===== src/rtl/round_report_tx.sv =====
// round_report_tx: measures buzzer reaction time in milliseconds and reports
// each finished round to the host as a 5-byte 8N1 UART packet, LSB first.
// Packet: A5, player id (01/02), time[15:8], time[7:0], xor of bytes 1..3.
module round_report_tx #(
  parameter int CLK_HZ = 50_000_000,
  parameter int BAUD   = 115200,
  parameter int MS_DIV = CLK_HZ / 1000
) (
  input  logic        CLOCK_50,
  input  logic        reset,
  input  logic        round_start,
  input  logic        win_valid,
  input  logic        win_player,
  output logic        tx,
  output logic        busy,
  output logic        done,
  output logic [15:0] timing_ms
);

  localparam int CLKS_PER_BIT = CLK_HZ / BAUD;
  localparam int BIT_CNT_W    = (CLKS_PER_BIT > 1) ? $clog2(CLKS_PER_BIT) : 1;
  localparam int PRE_W        = (MS_DIV > 1) ? $clog2(MS_DIV) : 1;

  localparam logic [BIT_CNT_W-1:0] BIT_LAST  = BIT_CNT_W'(CLKS_PER_BIT - 1);
  localparam logic [PRE_W-1:0]     PRE_LAST  = PRE_W'(MS_DIV - 1);
  localparam logic [3:0]           STOP_SLOT = 4'd9;   // slot 0 start, 1..8 data, 9 stop
  localparam logic [2:0]           LAST_BYTE = 3'd4;
  localparam logic [7:0]           SYNC_BYTE = 8'hA5;

  typedef enum logic [1:0] {S_IDLE, S_ARMED, S_SEND, S_DONE} state_t;

  state_t               state, state_d;

  // Reaction timer
  logic [PRE_W-1:0]     pre_cnt;
  logic [15:0]          ms_cnt;
  logic                 pre_wrap;
  logic [15:0]          ms_now;      // count including this cycle's tick, saturated
  logic                 win_accept;
  logic                 timer_clear;

  // Packet and bit sequencer
  logic [4:0][7:0]      pkt, pkt_d;
  logic [7:0]           player_id;
  logic [BIT_CNT_W-1:0] clk_cnt, clk_cnt_d;
  logic [3:0]           slot, slot_d;
  logic [2:0]           byte_idx, byte_d;
  logic                 frame_end;
  logic [7:0]           byte_sel;
  logic [2:0]           data_idx;

  // Registered output next values
  logic                 tx_d, busy_d, done_d;

  assign win_accept  = (state == S_ARMED) && win_valid;
  assign timer_clear = round_start && ((state == S_IDLE) || ((state == S_ARMED) && !win_valid));
  assign pre_wrap    = (pre_cnt == PRE_LAST);
  assign ms_now      = (pre_wrap && (ms_cnt != 16'hFFFF)) ? ms_cnt + 16'd1 : ms_cnt;
  assign frame_end   = (state == S_SEND) && (clk_cnt == BIT_LAST) &&
                       (slot == STOP_SLOT) && (byte_idx == LAST_BYTE);

  assign player_id   = win_player ? 8'h02 : 8'h01;
  assign pkt_d[0]    = SYNC_BYTE;
  assign pkt_d[1]    = player_id;
  assign pkt_d[2]    = ms_now[15:8];
  assign pkt_d[3]    = ms_now[7:0];
  assign pkt_d[4]    = player_id ^ ms_now[15:8] ^ ms_now[7:0];

  // State register
  always_ff @(posedge CLOCK_50) begin
    // NOTE: every clocked assignment is non-blocking so all registers update
    // from the same pre-edge values, independent of statement order.
    if (reset) state <= S_IDLE;
    else       state <= state_d;
  end

  // Next-state logic: arm on round_start, send on win, one DONE cycle
  always_comb begin
    // NOTE: default first so no path leaves state_d unassigned (no latch).
    state_d = state;
    case (state)
      S_IDLE:  if (round_start) state_d = S_ARMED;
      S_ARMED: if (win_valid)   state_d = S_SEND;
      S_SEND:  if (frame_end)   state_d = S_DONE;
      S_DONE:                   state_d = S_IDLE;
      default:                  state_d = S_IDLE;
    endcase
  end

  // Bit sequencer next values: cycle-in-bit, bit slot, byte index
  always_comb begin
    clk_cnt_d = '0;
    slot_d    = '0;
    byte_d    = '0;
    if (state == S_SEND) begin
      if (clk_cnt == BIT_LAST) begin
        if (slot == STOP_SLOT) begin
          byte_d = byte_idx + 3'd1;
        end else begin
          slot_d = slot + 4'd1;
          byte_d = byte_idx;
        end
      end else begin
        clk_cnt_d = clk_cnt + 1'b1;
        slot_d    = slot;
        byte_d    = byte_idx;
      end
    end
  end

  // Output logic: line level, busy and done for the coming cycle
  always_comb begin
    case (byte_d)
      3'd0:    byte_sel = pkt[0];
      3'd1:    byte_sel = pkt[1];
      3'd2:    byte_sel = pkt[2];
      3'd3:    byte_sel = pkt[3];
      3'd4:    byte_sel = pkt[4];
      default: byte_sel = 8'hFF;
    endcase
    data_idx = 3'(slot_d - 4'd1);
    tx_d     = 1'b1;
    busy_d   = 1'b0;
    done_d   = 1'b0;
    case (state_d)
      S_SEND: begin
        busy_d = 1'b1;
        if (slot_d == 4'd0)           tx_d = 1'b0;
        else if (slot_d == STOP_SLOT) tx_d = 1'b1;
        else                          tx_d = byte_sel[data_idx];
      end
      S_DONE:  done_d = 1'b1;
      default: ;
    endcase
  end

  // Output registers: no combinational path from inputs to pins
  always_ff @(posedge CLOCK_50) begin
    if (reset) begin
      tx   <= 1'b1;
      busy <= 1'b0;
      done <= 1'b0;
    end else begin
      tx   <= tx_d;
      busy <= busy_d;
      done <= done_d;
    end
  end

  // Datapath: ms timer, latched result and packet, sequencer counters
  always_ff @(posedge CLOCK_50) begin
    if (reset) begin
      pre_cnt   <= '0;
      ms_cnt    <= '0;
      timing_ms <= '0;
      pkt       <= '0;
      clk_cnt   <= '0;
      slot      <= '0;
      byte_idx  <= '0;
    end else begin
      clk_cnt  <= clk_cnt_d;
      slot     <= slot_d;
      byte_idx <= byte_d;
      if (timer_clear) begin
        pre_cnt <= '0;
        ms_cnt  <= '0;
      end else if (state == S_ARMED) begin
        pre_cnt <= pre_wrap ? '0 : pre_cnt + 1'b1;
        ms_cnt  <= ms_now;
      end
      if (win_accept) begin
        timing_ms <= ms_now;
        pkt       <= pkt_d;
      end
    end
  end

endmodule


===== config.mk =====
export PLATFORM = sky130hd
export DESIGN_NAME = round_report_tx
export DESIGN_NICKNAME = d
export VERILOG_FILES = /design/src/rtl/round_report_tx.sv
export SDC_FILE = /design/constraint.sdc
export NUM_CORES = 1
export LEC_CHECK = 0
export ABC_AREA = 1
export CAP_MARGIN = 30
export CORE_MARGIN = 3
export CORE_UTILIZATION = 40
export DETAILED_ROUTE_END_ITERATION = 8
export PLACE_DENSITY = 0.53
export SETUP_SLACK_MARGIN = 0.02
export SLEW_MARGIN = 20
export SYNTH_ARGS = -nofsm -noshare
export SYNTH_HDL_FRONTEND = slang
export SYNTH_SLANG_ARGS = --single-unit

===== constraint.sdc =====
create_clock -name CLOCK_50 -period 2.9 [get_ports CLOCK_50]
set_input_delay 0.87 -clock CLOCK_50 [delete_from_list [all_inputs] [get_ports CLOCK_50]]
set_output_delay 0.87 -clock CLOCK_50 [all_outputs]
set_load 0.01 [all_outputs]

* Word-level counts from Yosys, hierarchy flattened
Index checks and enable logic that the tools add are counted.
** Word-level totals
- Latch bits :: 0
- ROM bits :: 0
- Output and inout port bits :: 19
- Memory bits (writable) :: 0
- Flip-flop bits (word level) :: 102
- Memories kept :: 0
- Logic and storage cells :: 76
** Cells by class
- Add/subtract/negate cells :: 6
- Shift operators :: 0
- $mul :: 0
- Div/mod/pow operators :: 0
- Equality and inequality tests :: 15
- Muxes and demuxes :: 20
- Bitwise gates (word level) :: 4
- Order comparisons :: 1
- Reduce and logical (&&, ||, !) cells :: 15
** Operators by type and width (number)
- $pmux 8 s5 :: 1
- $add 16x1->16 const B :: 2
- $mux 16 :: 2
- $eq 16x16->1 const B :: 1
- $ne 16x16->1 const B :: 1
- $mux 4 :: 3
- $add 9x1->9 const B :: 1
- $eq 9x9->1 const B :: 1
- $mux 3 :: 3
- $eq 2x2->1 const B :: 4
- $eq 4x4->1 const B :: 2
- $mux 2 :: 4
- $pmux 2 s4 :: 1
- $xor 2x8->8 :: 1
- $xor 8x8->8 :: 1
- $logic_and 1x1->1 :: 7
- $eq 3x2->1 const B :: 2
- $eq 3x3->1 const B :: 2
- $mux 1 :: 5
- $add 4x1->4 const B :: 1
- $logic_not 4->1 :: 1
- $lt 3x4->1 const B :: 1
- $reduce_or 2->1 :: 2
- $add 3x1->3 const B :: 1
- other kinds (10) :: 11

* Logic depth before layout (Yosys ltp)
Gate-level depths: netlist of run 1.
- Word-level depth :: 10
- Gate-level depth with buffers :: 20
- Mapped depth without buffers :: 20

* Worst setup path before layout of run 1
OpenSTA, ideal clock, no wires.
- Path kind :: reg2reg
- Start point :: register clk_cnt[1]
- End point :: register tx
- Required time :: 2785 ps
- Path buffers :: 0
- Period minus slack after synthesis :: 2262 ps
- Cell stages (with the launch flop) :: 18
- Arrival time :: 2147 ps
- Setup slack :: 638 ps
- Library setup time :: 115 ps
- Path through :: dfxtp_1 -> inv_1 -> ha_1 -> nand2_1 -> nor2_1 -> nand2_1 -> o21ai_0 -> a21oi_1 -> inv_1 -> ha_1 -> a21oi_1 -> nand2_1 -> o21ai_1 -> nand2_1 -> nand3_1 -> nand3_1 -> nand2_1 -> nand2_1
** Between the ends
- Elaborated cells between the ends (all ways) :: 26
- Those cells by class :: add/sub: 1; eq/ne: 7; mux: 11; bitwise: 1; reduce/logical: 6
** RTL lines
- start: declaration :: RTL line 45 : logic [BIT_CNT_W-1:0] clk_cnt, clk_cnt_d;
- start signal: assignment :: RTL line 161 : clk_cnt <= clk_cnt_d;
- $eq 9x9->1 (*) :: RTL line 96 : if (clk_cnt == BIT_LAST) begin
- $mux 4 (*) :: RTL line 96
- $mux 4 (*) :: RTL line 95 : if (state == S_SEND) begin
- net slot_d[0] :: RTL line 46 : logic [3:0] slot, slot_d;
- $sub 3x1->3 :: RTL line 121 : data_idx = 3'(slot_d - 4'd1);
- $bmux 1 s3 :: RTL line 130 : else tx_d = byte_sel[data_idx];
- $mux 1 (implied by the code) :: RTL line 130
- $mux 1 :: RTL line 129 : else if (slot_d == STOP_SLOT) tx_d = 1'b1;
- $mux 1 (*) :: RTL line 128 : if (slot_d == 4'd0) tx_d = 1'b0;
- end signal: assignment :: RTL line 144 : tx <= tx_d;
- end: declaration :: RTL line 14 : output logic tx,
Mark *: on every way through the listed nets, which the timed path passes. The rest lies on a longest branch. The select of a mux whose other input is x is not followed.
A chain may end at the register's enable or synchronous reset.

* Final worst setup path of run 1
- Start point :: register clk_cnt[0]
- End point :: register tx
** Between the ends
- Longest elaborated chain between the ends :: 9
- Elaborated cells between the ends (all ways) :: 26
- Those cells by class :: add/sub: 1; eq/ne: 7; mux: 11; bitwise: 1; reduce/logical: 6
** RTL lines
- $eq 9x9->1 (*) :: RTL line 59, 96
- $mux 3 / $logic_and 1x1->1 (equally long branches) :: RTL line 96, 59
- $mux 3 / $logic_and 1x1->1 (equally long branches) :: RTL line 95, 59
- $eq 3x3->1 (tied with other cells) :: RTL line 113 : case (byte_d)
- $pmux 8 s5 / $mux 2 (equally long branches) :: RTL line 113, 84
- $bmux 1 s3 / $pmux 2 s4 (equally long branches) :: RTL line 130, 81
- $mux 1 (implied by the code) / $eq 2x2->1 (equally long branches) :: RTL line 130, 125
- $mux 1 / $not 1->1 (equally long branches)
- $mux 1 / $reduce_or 2->1 (equally long branches)
Mark *: on every way between the ends. The rest lies on a longest branch, timed or not. The select of a mux whose other input is x is not followed.

==> results.yml, run 1 <==
logic_synthesis:
  yosysSeqAreaShare: 0.373
  synth_simple_gate_area_frac: 0.296
  synth-seq-cells: 80
  synth_compound_gate_area_share: 0.135
  syn_nets: 610
  synth_fa_ha_area_frac: 0.0233
  synth_edf_count: 0
  mappedNetlistArea_mm2: 0.00429
  synth_cells: 597
  synthArstFlopShare: 0
  synth_top_family_by_area: "simple AND/OR/NAND/NOR gates"
  synth_xor_area_frac: 0.0583
  synthMuxAreaShare: 0
  synth_warnings: 0
  yosysTopAreaCell: "dfxtp_1"
  synth_top_flop_cell: "dfxtp_1"
  syn_avg_cell_area_um2: 7.19
  synth_top_area_frac: 0.373
  ys_types: 40
  yosys-top-cells-area: "dfxtp_1, nand2_1, nor2_1, inv_1, o21ai_0"
timing:
  slew_violations: 0
  hold_viol_final: 0
  period_share: 0.877
  rsz0062_at_grt: "no"
  clock-skew-final_ns: 0.00703
  finalSetupViolCount: 0
  fmax_ghz: 0.393
  setup_ws_ns: 0.356
  tightestPinTransition_ns: 0.629
  finalCriticalPeriod_ns: 2.54
  max-slew-margin-rel: 0.579
  finalSetupTns_ns: 0
cells_and_area:
  layout.nets: 626
  syn2layout_area_growth_pct: 11.7
  finish.instance_area_mm2: 0.00480
  multi_input_area_mm2: 0.00221
  drive_gt1_frac: 0.105
  num-fill-cells: 1108
  antennaDiodeCount: 0
  post-route-util: 0.463
  ff_latch_area_mm2: 0.00160
detailed_routing:
  dr.pass1.iters: 4
  first_iter_violations: 225
  vias: 3749
  wl_per_cell_um: 13.4
  drt_wl_total_um: 10100
  via_per_inst: 4.97
  antenna_left: 0
  drc_errors: 0
critical_path:
  cp-end-kind: "register"
  worstPathMaxFanout: 6
  worstPathArrival_ns: 2.80
  rrSetupSlack_ns: 0.36
  critPathKind: "register to register"
  cp_data_required_time_ns: 3.15
  worstSetupStartpointType: "register"
clock_tree:
  cts_hold_buf: 0
  htreeDepth: 3
  cts_sinks: 80
  cts_buffer_depth: 2
  clk_latency_ns: 0.36
  cts-buffers-inserted: 9
  clk_pin_slew_ns: 0.08
  post_cts_buffers: 0
  cts-resized-gates: 0
  root_buffer: "clkbuf_8"
  cts_tree: "yes"
power_and_ir_drop:
  ir_worst_vdd_mv: 0.241
  leakagePower_nw: 1.81
  power.total_w: 0.00224
  power.density_mw_per_mm2: 467
status:
  status: "complete, no violations"
flow_run:
  maxCapViolations: 0
placed_design:
  io_buffers: 23
  place.gp.congestion: 0.957
  dp_hpwl_um: 7630
  place_ws_ns: 0.322
  postPlaceCellArea_mm2: 0.00460
global_routing:
  antenna_found_initial: 0
  gr-total-overflow: 0
  grt_usage: 0.182
  grt_pass1_wl_um: 17000
  grt_max_degree: 39
  first_global_vias: 3565
floorplan:
  dieArea_mm2: 0.0120
  die_h_um: 110
  die_w_um: 110
  rows: 37
  core-area_mm2: 0.0104
  initial_core_util: 0.414
  pin_count: 24
hold_path:
  hold_class: "register to register"
cell usage after synthesis, types with 2 or more instances:
master	count
o21ai_1	3
nor4_1	4
nand4_1	19
nor3b_1	5
o21bai_1	2
nor3_2	5
clkbuf_8	2
nand2_1	91
clkbuf_1	11
xor2_1	16
nand3_1	35
nor2_4	2
inv_2	5
nor3_1	9
nand3_2	4
xnor2_1	7
nor2_1	74
inv_1	72
buf_2	2
xor2_2	3
nor2_2	8
o211ai_1	4
a31oi_1	3
ha_1	8
nand2_2	4
buf_4	16
dfxtp_1	80
o21ai_0	47
a21oi_1	45
worst paths after layout:
kind                    startpoint                  end  depth (start not counted)
max          clk_cnt[0]$_SDFF_PP0_        tx$_SDFF_PP1_                         16
min            pkt[9]$_SDFFE_PP0P_  pkt[9]$_SDFFE_PP0P_                          2
max reg2reg  clk_cnt[0]$_SDFF_PP0_        tx$_SDFF_PP1_                         16
min reg2reg    pkt[9]$_SDFFE_PP0P_  pkt[9]$_SDFFE_PP0P_                          2
cell type report:
| type | instances | area share |
|---|---|---|
| Timing Repair Buffer | 36 | 0.0683 |
| Inverter | 78 | 0.0610 |
| Clock buffer | 13 | 0.0331 |
| Sequential cell | 80 | 0.334 |
| Clock inverter | 3 | 0.00834 |
| Multi-Input combinational cell | 408 | 0.460 |
| Tap cell | 136 | 0.0355 |
cell families after synthesis:
group / after synthesis
buf+inv: 109
simple gates: 265
fa+ha+maj: 8
flops: 80
compound gates: 109
xor+xnor: 26
stage by stage:
step,cells,hold WS [ns]
2_1_floorplan,597,0.433
3_3_place_gp,738,0.451
3_5_place_dp,738,0.463
4_1_cts,754,0.473
5_1_grt,754,0.495
6_report,754,0.471
flip-flops by register name (all words and copies together), names as in the netlist:
name	flops
done	1
ms_cnt	16
clk_cnt	9
pre_cnt	16
tx	1
slot	4
busy	1
pkt	11
byte_idx	3
state	2
timing_ms	16
worst max-delay path: stages, from the launching register on:
cell	delay [ns]
dfxtp_1	0.38
ha_1	0.18
nand2_1	0.07
nor2_1	0.15
nand2_1	0.17
o21ai_1	0.25
nor2_1	0.07
a41oi_1	0.28
ha_1	0.34
a21oi_1	0.13
nand2_1	0.06
o21ai_1	0.06
nand2_1	0.06
nand3_1	0.08
nand3_1	0.07
nand2_1	0.06
nand2_1	0.04
routing by layer:
| layer | GRT usage | wire length (um) | share of wire |
|---|---|---|---|
| met1 | 0.247 | 5010 | 0.50 |
| met2 | 0.283 | 4550 | 0.45 |
| met5 | 0 | 0 | 0 |
| met4 | 0.0623 | 180 | 0.018 |
| met3 | 0.0429 | 370 | 0.037 |
layout by cell type, fill, tap and decap left out, types with 5 or more instances in the layout:
cell             instances
nor2_2                   9
clkbuf_8                11
nor3_2                   5
nand3_1                 35
a21oi_1                 44
nor3_1                   9
xnor2_1                  7
inv_1                   72
inv_2                    5
nor3b_1                  5
xor2_1                  16
nand2_1                 91
clkdlybuf4s50_1         23
o21ai_0                 46
nand4_1                 19
dfxtp_1                 80
buf_4                   13
nor2_1                  73
ha_1                     8
where the power goes:
part	switching [W]	leakage [nW]	internal, W
sequential	0.0000351	0.649	0.00114
combinational	0.000131	1.06	0.0000888
clock	0.000400	0.103	0.000443
Note: power is estimated with default switching activity, not from simulation.
==> run 2: changes to the inputs <==
--- a/config.mk
+++ b/config.mk
@@ -9,6 +9,7 @@
 export CAP_MARGIN = 30
 export CORE_MARGIN = 3
 export CORE_UTILIZATION = 40
+export CTS_CLUSTER_SIZE = 10
 export DETAILED_ROUTE_END_ITERATION = 8
 export PLACE_DENSITY = 0.53
 export SETUP_SLACK_MARGIN = 0.02
==> results of run 2 <==
The final DEF is identical to that of run 1; final timing and power are the same.
==> run 3: changes to the inputs <==
--- a/config.mk
+++ b/config.mk
@@ -11,7 +11,7 @@
 export CORE_UTILIZATION = 40
 export CTS_CLUSTER_SIZE = 10
 export DETAILED_ROUTE_END_ITERATION = 8
-export PLACE_DENSITY = 0.53
+export PLACE_DENSITY = 0.55
 export SETUP_SLACK_MARGIN = 0.02
 export SLEW_MARGIN = 20
 export SYNTH_ARGS = -nofsm -noshare
==> constraint.sdc (replaced) <==
create_clock -name CLOCK_50 -period 2.25 [get_ports CLOCK_50]
set_input_delay 0.675 -clock CLOCK_50 [delete_from_list [all_inputs] [get_ports CLOCK_50]]
set_output_delay 0.675 -clock CLOCK_50 [all_outputs]
set_load 0.01 [all_outputs]
==> run 3 against run 2 <==
Clock skew increased by 0.00062 ns. Utilization increased by 3.8 points. Clock-buffer cell count increased by 1. Largest cell class unchanged. Register-to-register slack got worse by 0.32 ns. Flip-flop and latch count unchanged. Wire length increased by 5.3%. Non-clock buffer count increased by 33.
==> results.yml, run 3 (synthesis results as in run 1) <==
status:
  status: "complete, no violations"
placed_design:
  dp_cells: 766
  dp_hpwl_um: 7900
  place.gp.congestion: 0.869
  io_buffers: 23
power_and_ir_drop:
  p_switching_w: 0.000727
  pwr-share-comb: 0.116
  power.density_mw_per_mm2: 525
  power.internal_w: 0.00200
  power_frac_clock: 0.328
  ir_worst_vdd_mv: 0.304
  sw_frac_of_total: 0.267
  leakagePower_nw: 2.01
  power.total_w: 0.00273
  p_seq_frac: 0.557
timing:
  period_share: 0.982
  hold_ws_ns: 0.477
  fmax_ghz: 0.452
  slew_violations: 0
  finalCriticalPeriod_ns: 2.21
  rsz0062_at_grt: "yes"
  clock-skew-final_ns: 0.00765
  max-slew-margin-rel: 0.687
  tightestPinTransition_ns: 0.469
  hold_viol_final: 0
  finalSetupViolCount: 0
detailed_routing:
  met2WireLength_um: 5030
  first_iter_violations: 168
  dr.pass1.iters: 4
  drt_wl_total_um: 10700
  route.met3.wl_um: 453
  via_per_inst: 4.91
  top_layer_used: "met4"
  antenna_left: 0
  vias: 3856
  wl_per_cell_um: 13.5
  drc_errors: 0
  wl_met1_um: 5030
flow_run:
  maxCapViolations: 0
global_routing:
  grt_pass1_wl_um: 18000
  grt_usage: 0.192
  gr-total-overflow: 0
  antenna_found_initial: 0
  first_global_vias: 3835
  grt_max_degree: 39
critical_path:
  cp-end-kind: "register"
  rr_startpoint: "clk_cnt[4]$_SDFF_PP0_"
  worstPathArrival_ns: 2.52
  rrSetupSlack_ns: 0.04
  worstSetupEndpoint: "tx$_SDFF_PP1_"
  worstRegToRegCells: 19
  cp_data_required_time_ns: 2.56
  critPathKind: "register to register"
  crit_start: "clk_cnt[4]$_SDFF_PP0_"
  worstPathMaxFanout: 8
  worstSetupStartpointType: "register"
  worstReg2RegEnd: "tx$_SDFF_PP1_"
floorplan:
  core-area_mm2: 0.0104
  die_w_um: 110
  rows: 37
  initial_core_util: 0.414
  die_h_um: 110
  pin_count: 24
  dieArea_mm2: 0.0120
cells_and_area:
  reg_top3: "ms_cnt: 16 flops, pre_cnt: 16 flops, timing_ms: 16 flops"
  final_cell_mix: "nand2_1, dfxtp_1, inv_1"
  drive_gt1_frac: 0.205
  syn2layout_area_growth_pct: 20.9
  instances_no_fill: 786
  antennaDiodeCount: 0
  layout.nets: 659
  final_common_cell: "nand2_1"
clock_tree:
  root_buffer: "clkbuf_8"
  clk_pin_slew_ns: 0.08
  cts-buffers-inserted: 9
  cts_sinks: 80
  cts_buffer_depth: 2
  cts_tree: "yes"
  htreeDepth: 3
  clk_latency_ns: 0.36
hold_path:
  hold_class: "register to register"
[run 3: worst min-delay path by stage]
stage | start | to | slack [ns] | depth (start not counted)
finish | pre_cnt[15]$_SDFFE_PP0P_ | pre_cnt[15]$_SDFFE_PP0P_ | 0.48 | 1
CTS | pre_cnt[15]$_SDFFE_PP0P_ | pre_cnt[15]$_SDFFE_PP0P_ | 0.48 | 1
detailed placement | pre_cnt[15]$_SDFFE_PP0P_ | pre_cnt[15]$_SDFFE_PP0P_ | 0.47 | 1
global placement | pkt[0]$_SDFFE_PP0P_ | pkt[0]$_SDFFE_PP0P_ | 0.46 | 1
global route | pkt[0]$_SDFFE_PP0P_ | pkt[0]$_SDFFE_PP0P_ | 0.49 | 1
floorplan | clk_cnt[0]$_SDFF_PP0_ | clk_cnt[0]$_SDFF_PP0_ | 0.43 | 1
[run 3: critical path, stage by stage (launching register included)]
cell and delay [ns]:
dfxtp_1 0.37, nand2_1 0.14, nor2_2 0.21, nand2_2 0.09, buf_4 0.17, nor2_1 0.09, nor2_1 0.06, nand2_2 0.12
nand2_2 0.09, nor2_4 0.20, nand2_1 0.07, nand2_1 0.07, nor2_1 0.04, nor2_1 0.07, nand2_1 0.05, nand2_1 0.07
nand2_1 0.06, nand3_2 0.07, nand2_2 0.07, nand2_1 0.06
[run 3: per-stage QoR]
stage	setup TNS [ns]	setup slack (ns)	utilization	instance area, um^2
after floorplan	0	0.0610	-	4310
after global placement	-0.0892	-0.0892	0.465	4820
after detailed placement	-0.121	-0.121	0.465	4820
after CTS	0	0.0286	0.487	5050
after global routing	-0.163	-0.156	0.501	5190
final	0	0.0397	0.501	5190
[run 3: timing repair]
action	4_1_cts	5_1_grt
gates resized for setup	16	34
setup endpoints to repair	3	24
pin swaps	11	14
hold buffers	0	0
setup buffers	3	2
[run 3: per-layer routing]
metal / global-route usage / up-vias
met5: 0 / -
met4: 0.0552 / 0
met3: 0.0517 / 12
met2: 0.316 / 70
met1: 0.245 / 1737
li1: - / 2037
[run 3: power groups by stage]
stage          sequential, W  clock [W]  combinational [W]
2_1_floorplan        0.00153          0           0.000204
3_3_place_gp         0.00155          0           0.000304
3_5_place_dp         0.00155          0           0.000305
4_1_cts              0.00152   0.000937           0.000310
5_1_grt              0.00153    0.00100           0.000355
6_report             0.00152   0.000894           0.000315
[run 3: final cells by class]
type,count,area (um^2)
Clock buffer,14,143
Clock inverter,1,5.00
Fill cell,1045,5180
Inverter,78,293
Multi-Input combinational cell,408,2390
Sequential cell,80,1610
Tap cell,136,170
Timing Repair Buffer,69,579
